`src/rtl/arm_mc_controller.sv`:
```
`default_nettype none
// ============================================================================
// Module   : arm_mc_controller
// Brief    : Multicycle ARM-subset control FSM with memory wait/timeout handling.
// Revision : 1.0
// ============================================================================
module arm_mc_controller #(
  parameter int ALU_CTRL_W  = 4,
  parameter int MEM_TIMEOUT = 16
) (
  input  logic                  clk,
  input  logic                  reset,
  input  logic [19:0]           Instr,
  input  logic [3:0]            ALUFlags,
  input  logic                  MemReady,
  output logic                  PCWrite,
  output logic                  IRWrite,
  output logic                  AdrSrc,
  output logic                  MemWrite,
  output logic                  RegWrite,
  output logic                  ALUSrcA,
  output logic                  MemByte,
  output logic [1:0]            ResultSrc,
  output logic [1:0]            ALUSrcB,
  output logic [1:0]            ImmSrc,
  output logic [1:0]            RegSrc,
  output logic [ALU_CTRL_W-1:0] ALUControl,
  output logic                  MemErr,
  output logic                  Halted
);

  typedef enum logic [3:0] {
    S_FETCH  = 4'd0,
    S_DECODE = 4'd1,
    S_MEMADR = 4'd2,
    S_MEMRD  = 4'd3,
    S_MEMWB  = 4'd4,
    S_MEMWR  = 4'd5,
    S_EXECR  = 4'd6,
    S_EXECI  = 4'd7,
    S_ALUWB  = 4'd8,
    S_BRANCH = 4'd9,
    S_HALT   = 4'd10
  } state_t;

  localparam logic [7:0] c_timeout = 8'(MEM_TIMEOUT);

  state_t     r_state, w_next;
  logic [7:0] r_cnt;
  logic [3:0] r_flags;
  logic       r_memerr;

  logic [3:0] w_cond;
  logic [1:0] w_op;
  logic [5:0] w_funct;
  logic [3:0] w_cmd;
  logic       w_cond_ok;
  logic       w_cond_raw;
  logic [1:0] w_alu_op;
  logic [1:0] w_alu_sel;
  logic       w_dp_wr;
  logic       w_logical;
  logic       w_wait_state;
  logic       w_timeout;
  logic       w_unused;

  assign w_cond   = Instr[19:16];
  assign w_op     = Instr[15:14];
  assign w_funct  = Instr[13:8];
  assign w_cmd    = w_funct[4:1];
  assign w_unused = ^Instr[7:0];

  // Flags are held as {N,Z,C,V}
  always_comb begin
    w_cond_raw = 1'b0;
    case (w_cond)
      4'b0000: w_cond_raw = r_flags[2];
      4'b0001: w_cond_raw = ~r_flags[2];
      4'b0010: w_cond_raw = r_flags[1];
      4'b0011: w_cond_raw = ~r_flags[1];
      4'b0100: w_cond_raw = r_flags[3];
      4'b0101: w_cond_raw = ~r_flags[3];
      4'b0110: w_cond_raw = r_flags[0];
      4'b0111: w_cond_raw = ~r_flags[0];
      4'b1000: w_cond_raw = r_flags[1] & ~r_flags[2];
      4'b1001: w_cond_raw = ~r_flags[1] | r_flags[2];
      4'b1010: w_cond_raw = (r_flags[3] == r_flags[0]);
      4'b1011: w_cond_raw = (r_flags[3] != r_flags[0]);
      4'b1100: w_cond_raw = ~r_flags[2] & (r_flags[3] == r_flags[0]);
      4'b1101: w_cond_raw = r_flags[2] | (r_flags[3] != r_flags[0]);
      4'b1110: w_cond_raw = 1'b1;
      default: w_cond_raw = 1'b0;
    endcase
  end

  assign w_cond_ok = w_cond_raw & (w_op != 2'b11);

  always_comb begin
    w_alu_op  = 2'd0;
    w_dp_wr   = 1'b0;
    w_logical = 1'b0;
    case (w_cmd)
      4'b0100: begin w_alu_op = 2'd0; w_dp_wr = 1'b1; end
      4'b0010: begin w_alu_op = 2'd1; w_dp_wr = 1'b1; end
      4'b0000: begin w_alu_op = 2'd2; w_dp_wr = 1'b1; w_logical = 1'b1; end
      4'b1100: begin w_alu_op = 2'd3; w_dp_wr = 1'b1; w_logical = 1'b1; end
      4'b1010: begin w_alu_op = 2'd1; w_dp_wr = 1'b0; end
      default: begin w_alu_op = 2'd0; w_dp_wr = 1'b0; end
    endcase
  end

  assign w_wait_state = (r_state == S_FETCH) || (r_state == S_MEMRD) || (r_state == S_MEMWR);
  // A ready arriving on the limit cycle still wins over the timeout
  assign w_timeout    = w_wait_state && !MemReady && (r_cnt == c_timeout);

  always_ff @(posedge clk or posedge reset) begin
    if (reset) begin
      r_state  <= S_FETCH;
      r_cnt    <= 8'd0;
      r_flags  <= 4'b0000;
      r_memerr <= 1'b0;
    end else begin
      r_state <= w_next;
      if (w_next != r_state)
        r_cnt <= 8'd0;
      else if (w_wait_state && !MemReady)
        r_cnt <= r_cnt + 8'd1;
      if (w_timeout)
        r_memerr <= 1'b1;
      if (((r_state == S_EXECR) || (r_state == S_EXECI)) && w_funct[0]) begin
        if (w_logical)
          r_flags[3:2] <= ALUFlags[3:2];
        else
          r_flags <= ALUFlags;
      end
    end
  end

  always_comb begin
    w_next    = r_state;
    PCWrite   = 1'b0;
    IRWrite   = 1'b0;
    AdrSrc    = 1'b0;
    MemWrite  = 1'b0;
    RegWrite  = 1'b0;
    ALUSrcA   = 1'b0;
    MemByte   = 1'b0;
    ResultSrc = 2'b00;
    ALUSrcB   = 2'b00;
    ImmSrc    = 2'b00;
    RegSrc    = 2'b00;
    Halted    = 1'b0;
    w_alu_sel = 2'd0;
    case (r_state)
      S_FETCH: begin
        if (w_timeout) begin
          w_next = S_HALT;
        end else if (MemReady) begin
          IRWrite = 1'b1;
          PCWrite = 1'b1;
          w_next  = S_DECODE;
        end
      end
      S_DECODE: begin
        if (!w_cond_ok)
          w_next = S_FETCH;
        else begin
          case (w_op)
            2'b01:   w_next = S_MEMADR;
            2'b00:   w_next = w_funct[5] ? S_EXECI : S_EXECR;
            2'b10:   w_next = S_BRANCH;
            default: w_next = S_FETCH;
          endcase
        end
      end
      S_MEMADR: begin
        ALUSrcB = 2'b01;
        ImmSrc  = 2'b01;
        w_next  = w_funct[0] ? S_MEMRD : S_MEMWR;
      end
      S_MEMRD: begin
        AdrSrc  = 1'b1;
        MemByte = w_funct[2];
        if (w_timeout)
          w_next = S_HALT;
        else if (MemReady)
          w_next = S_MEMWB;
      end
      S_MEMWR: begin
        AdrSrc  = 1'b1;
        MemByte = w_funct[2];
        if (w_timeout) begin
          w_next = S_HALT;
        end else begin
          MemWrite = 1'b1;
          if (MemReady)
            w_next = S_FETCH;
        end
      end
      S_MEMWB: begin
        ResultSrc = 2'b01;
        RegWrite  = 1'b1;
        w_next    = S_FETCH;
      end
      S_EXECR: begin
        w_alu_sel = w_alu_op;
        w_next    = S_ALUWB;
      end
      S_EXECI: begin
        ALUSrcB   = 2'b01;
        w_alu_sel = w_alu_op;
        w_next    = S_ALUWB;
      end
      S_ALUWB: begin
        RegWrite = w_dp_wr;
        w_next   = S_FETCH;
      end
      S_BRANCH: begin
        ImmSrc    = 2'b10;
        ALUSrcB   = 2'b01;
        ResultSrc = 2'b10;
        PCWrite   = 1'b1;
        w_next    = S_FETCH;
      end
      S_HALT: begin
        Halted = 1'b1;
      end
      default: w_next = S_FETCH;
    endcase
  end

  assign ALUControl = {{(ALU_CTRL_W-2){1'b0}}, w_alu_sel};
  assign MemErr     = r_memerr;

endmodule
`default_nettype wire

```
`config.mk`:
```
export PLATFORM = sky130hd
export DESIGN_NAME = arm_mc_controller
export DESIGN_NICKNAME = d
export VERILOG_FILES = /design/src/rtl/arm_mc_controller.sv
export SDC_FILE = /design/constraint.sdc
export NUM_CORES = 1
export LEC_CHECK = 0
export CORE_UTILIZATION = 30
export CTS_BUF_LIST = sky130_fd_sc_hd__clkbuf_8 sky130_fd_sc_hd__clkbuf_16
export CTS_CLUSTER_DIAMETER = 50
export CTS_CLUSTER_SIZE = 25
export DETAILED_ROUTE_END_ITERATION = 16
export PLACE_DENSITY_LB_ADDON = 0.15
export SETUP_SLACK_MARGIN = 0.5
export SLEW_MARGIN = 40
export SYNTH_ARGS = -nofsm -noshare
export SYNTH_HDL_FRONTEND = slang
export SYNTH_SLANG_ARGS = --single-unit
export TNS_END_PERCENT = 20
```
`constraint.sdc`:
```
create_clock -name clk -period 3.6 [get_ports clk]
set_clock_uncertainty 0.2 [all_clocks]
set_input_delay 0.72 -clock clk [delete_from_list [all_inputs] [get_ports clk]]
set_output_delay 0.72 -clock clk [all_outputs]
set_load 0.02 [all_outputs]
```
==> qor.yml <==
status: "finished, final reports clean"
synth_top_area_cell: "dfrtp_1"
yosys_most_used_dff: "dfrtp_1"
power_density_mw_per_mm2: 581.3
top_usage_layer: "met2"
hold_class: "flip-flop to flip-flop"
rows: 25
cp_common_cell: "clkdlybuf4s50_1"
crit_start: "MemReady"
grt_max_degree: 18
leakagePower_nw: 0.8435
synthDistinctLibCells: 60
via_count: 1296
die_w_um: 74.15
cts_num_sinks: 17
cts_root_buf: "clkbuf_8"
hold_buffers: 0
antenna_found_initial: 0
ys_ff_latch: 17
area_delta_synth_final_pct: 23.64
first_pass_iters: 4
max_stage_delay_ns: 0.54
min-delay-start: "MemErr$_DFFE_PP0P_"
design.core.area_mm2: 0.004880
synth_edf_count: 0
ys_seq_area_frac: 0.2724
antenna_cells: 0
drtAntennaViolNets: 0
yosysWarnings: 0
path_max_fanout: 7
placedInstanceArea_mm2: 0.001871
maxCapViolCount: 0
cp.arrival_ns: 2.32
post-cts-setup-buffer-count: 0
clk_latency_ns: 0.26
peakVddDrop_v: 0.0003230
fmax_mhz: 308.7
r2r_slack_ns: 1.40
final.min_clock_period_ns: 3.239
cts_tree: "done"
synth_top_cell_area_share: 0.2724
async_flop_share: 1.000
synth_common_cells: "dfrtp_1, nor2_1, buf_4, nand2_1, nor3_2"
use_met1: 0.1896
syn_avg_cell_area_um2: 9.295
syn-cell-area_mm2: 0.001561
crit_chain: "clkdlybuf4s50_1, buf_4, and3_1, or2_2, clkdlybuf4s50_1"
yosysMostFrequentCell: "dfrtp_1"
drc_errors: 0
synthTopCellsByArea: "dfrtp_1, nor3_2, buf_4"
cts_buffers: 3
nets: 225
die-area_mm2: 0.005497
drv_slew: 0
drt_iter0_drc: 107
critical_path.top_delay_family: "buffers and inverters"
n_fill_cell: 499
syn-instance-count: 168
placement.io_buffers: 33
path_clk_slew_ns: 0.07
overflow: 0
dp_hpwl_um: 2710
post-route-period-util: 0.8998
finalWorstSetupSlack_ns: 0.3606
grt_pass1_vias: 1281
hold_viol: 0
avgRoutedWirePerCell_um: 13.82
gp_congestion: 0.8103
rsz0062_at_grt: "true"
vias_per_cell: 4.947
critical_path_class: "primary input to output port"
globalRouteTotalUtil: 0.1432
clock_path_buffers: 2
io_pins: 48
cp-end-kind: "output port"
tns_ns: 0
wl_um: 3621
setup_viol: 0
drive_above_1_share: 0.1846
grt_pass1_wl_um: 6085
crit_path_top_delay_cell: "clkdlybuf4s50_1"
dp_slack_ns: 0.1948
die_y_um: 74.15
start_util: 0.3200
grt_use_met3: 0.02168
required_ns: 2.68
cp.depth: 5
whs_path_depth: 1
worstPathBufferInverterCount: 3
total_power_mw: 1.122
slew_headroom: 0.5432
reg2reg_depth: 6
crit_path_start_kind: "primary input"
worst_slew_pin_slew_ns: 0.6844
design_area_mm2: 0.001931
cts-htree-levels: 1
r2r-start: "r_state[1]$_DFF_PP0_"
grt_use_met2: 0.2293
## registers in the layout, summed over array words and instances (netlist names)
register	cells
MemErr	1
r_cnt	8
r_flags	4
r_state	4
## path summary, 6_finish.rpt
check,to
min in group asynchronous,r_cnt[7]$_DFFE_PP0P_
hold / removal,MemErr$_DFFE_PP0P_
setup / recovery,PCWrite
hold reg to reg,MemErr$_DFFE_PP0P_
setup reg to reg,r_cnt[2]$_DFFE_PP0P_
max in group asynchronous,r_state[2]$_DFF_PP0_
## worst reg2reg max path, stage by stage (launching register included)
cell and delay, ns:
dfrtp_1 0.56, or3_4 0.47, o2bb2ai_4 0.15, buf_4 0.18, a221oi_2 0.09, o21ai_4 0.35, nor3_2 0.08
## metrics by stage
stage | hold slack (ns) | util | cells
2_1_floorplan | 0.2878 | - | 173
3_3_place_gp | 0.2513 | 0.3833 | 258
3_5_place_dp | 0.2578 | 0.3833 | 258
4_1_cts | 0.2736 | 0.3946 | 262
5_1_grt | 0.3102 | 0.3956 | 262
6_report | 0.2720 | 0.3956 | 262
## logic make-up after synthesis
logic type	after synthesis	share of synthesized area
simple gates	78	0.3101
compound gates	28	0.1771
buf+inv	24	0.1058
flops	17	0.2724
xor+xnor	10	0.06090
mux	8	0.05529
fa+ha+maj	2	0.01602
other cells	1	0.002402
## metal layers
metal / routed length [µm] / up-vias
met5: 0 / -
met2: 1666 / 38
met1: 1743 / 615
met3: 151 / 4
li1: - / 639
met4: 59 / 0
## power breakdown
group / internal (mW) / switching, mW / total [mW] / leakage (nW)
clock: 0.0759 / 0.0694 / 0.145 / 0.0269
combinational: 0.293 / 0.362 / 0.655 / 0.584
sequential: 0.227 / 0.0952 / 0.322 / 0.233
total: 0.596 / 0.526 / 1.12 / 0.844
## area by class of cell
type | count | area, µm² | area share
clock inverter | 1 | 3.754 | 0.001944
timing repair buffer | 35 | 347.8 | 0.1802
multi-input combinational | 132 | 1002 | 0.5191
tap | 67 | 83.83 | 0.04342
clock buffer | 3 | 41.29 | 0.02139
sequential | 17 | 425.4 | 0.2204
inverter | 7 | 26.28 | 0.01361
## what timing repair did
| item | 4_1_cts | 5_1_grt |
|---|---|---|
| endpoints found under the setup margin | 8 | 10 |
| gates resized for setup | 5 | 2 |
| hold endpoints to repair | 0 | 0 |
| cloned | 0 | 0 |
## cells in the final DEF (no fill, tap or decap), drive strengths merged, types with 4 or more instances in the layout
| master | Yosys | routed |
|---|---|---|
| nand2 | 9 | 9 |
| mux2 | 5 | 5 |
| nand2b | 4 | 4 |
| nand4 | 7 | 7 |
| nor2b | 5 | 5 |
| nor3 | 12 | 12 |
| dfrtp | 17 | 17 |
| nand3 | 4 | 4 |
| or2 | 4 | 4 |
| inv | 7 | 8 |
| and3 | 4 | 4 |
| o21ai | 5 | 5 |
| nor2 | 13 | 13 |
| xor2 | 7 | 7 |
| conb | 1 | 6 |
| clkdlybuf4s50 | 0 | 29 |
(Power assumes the default switching activity.)
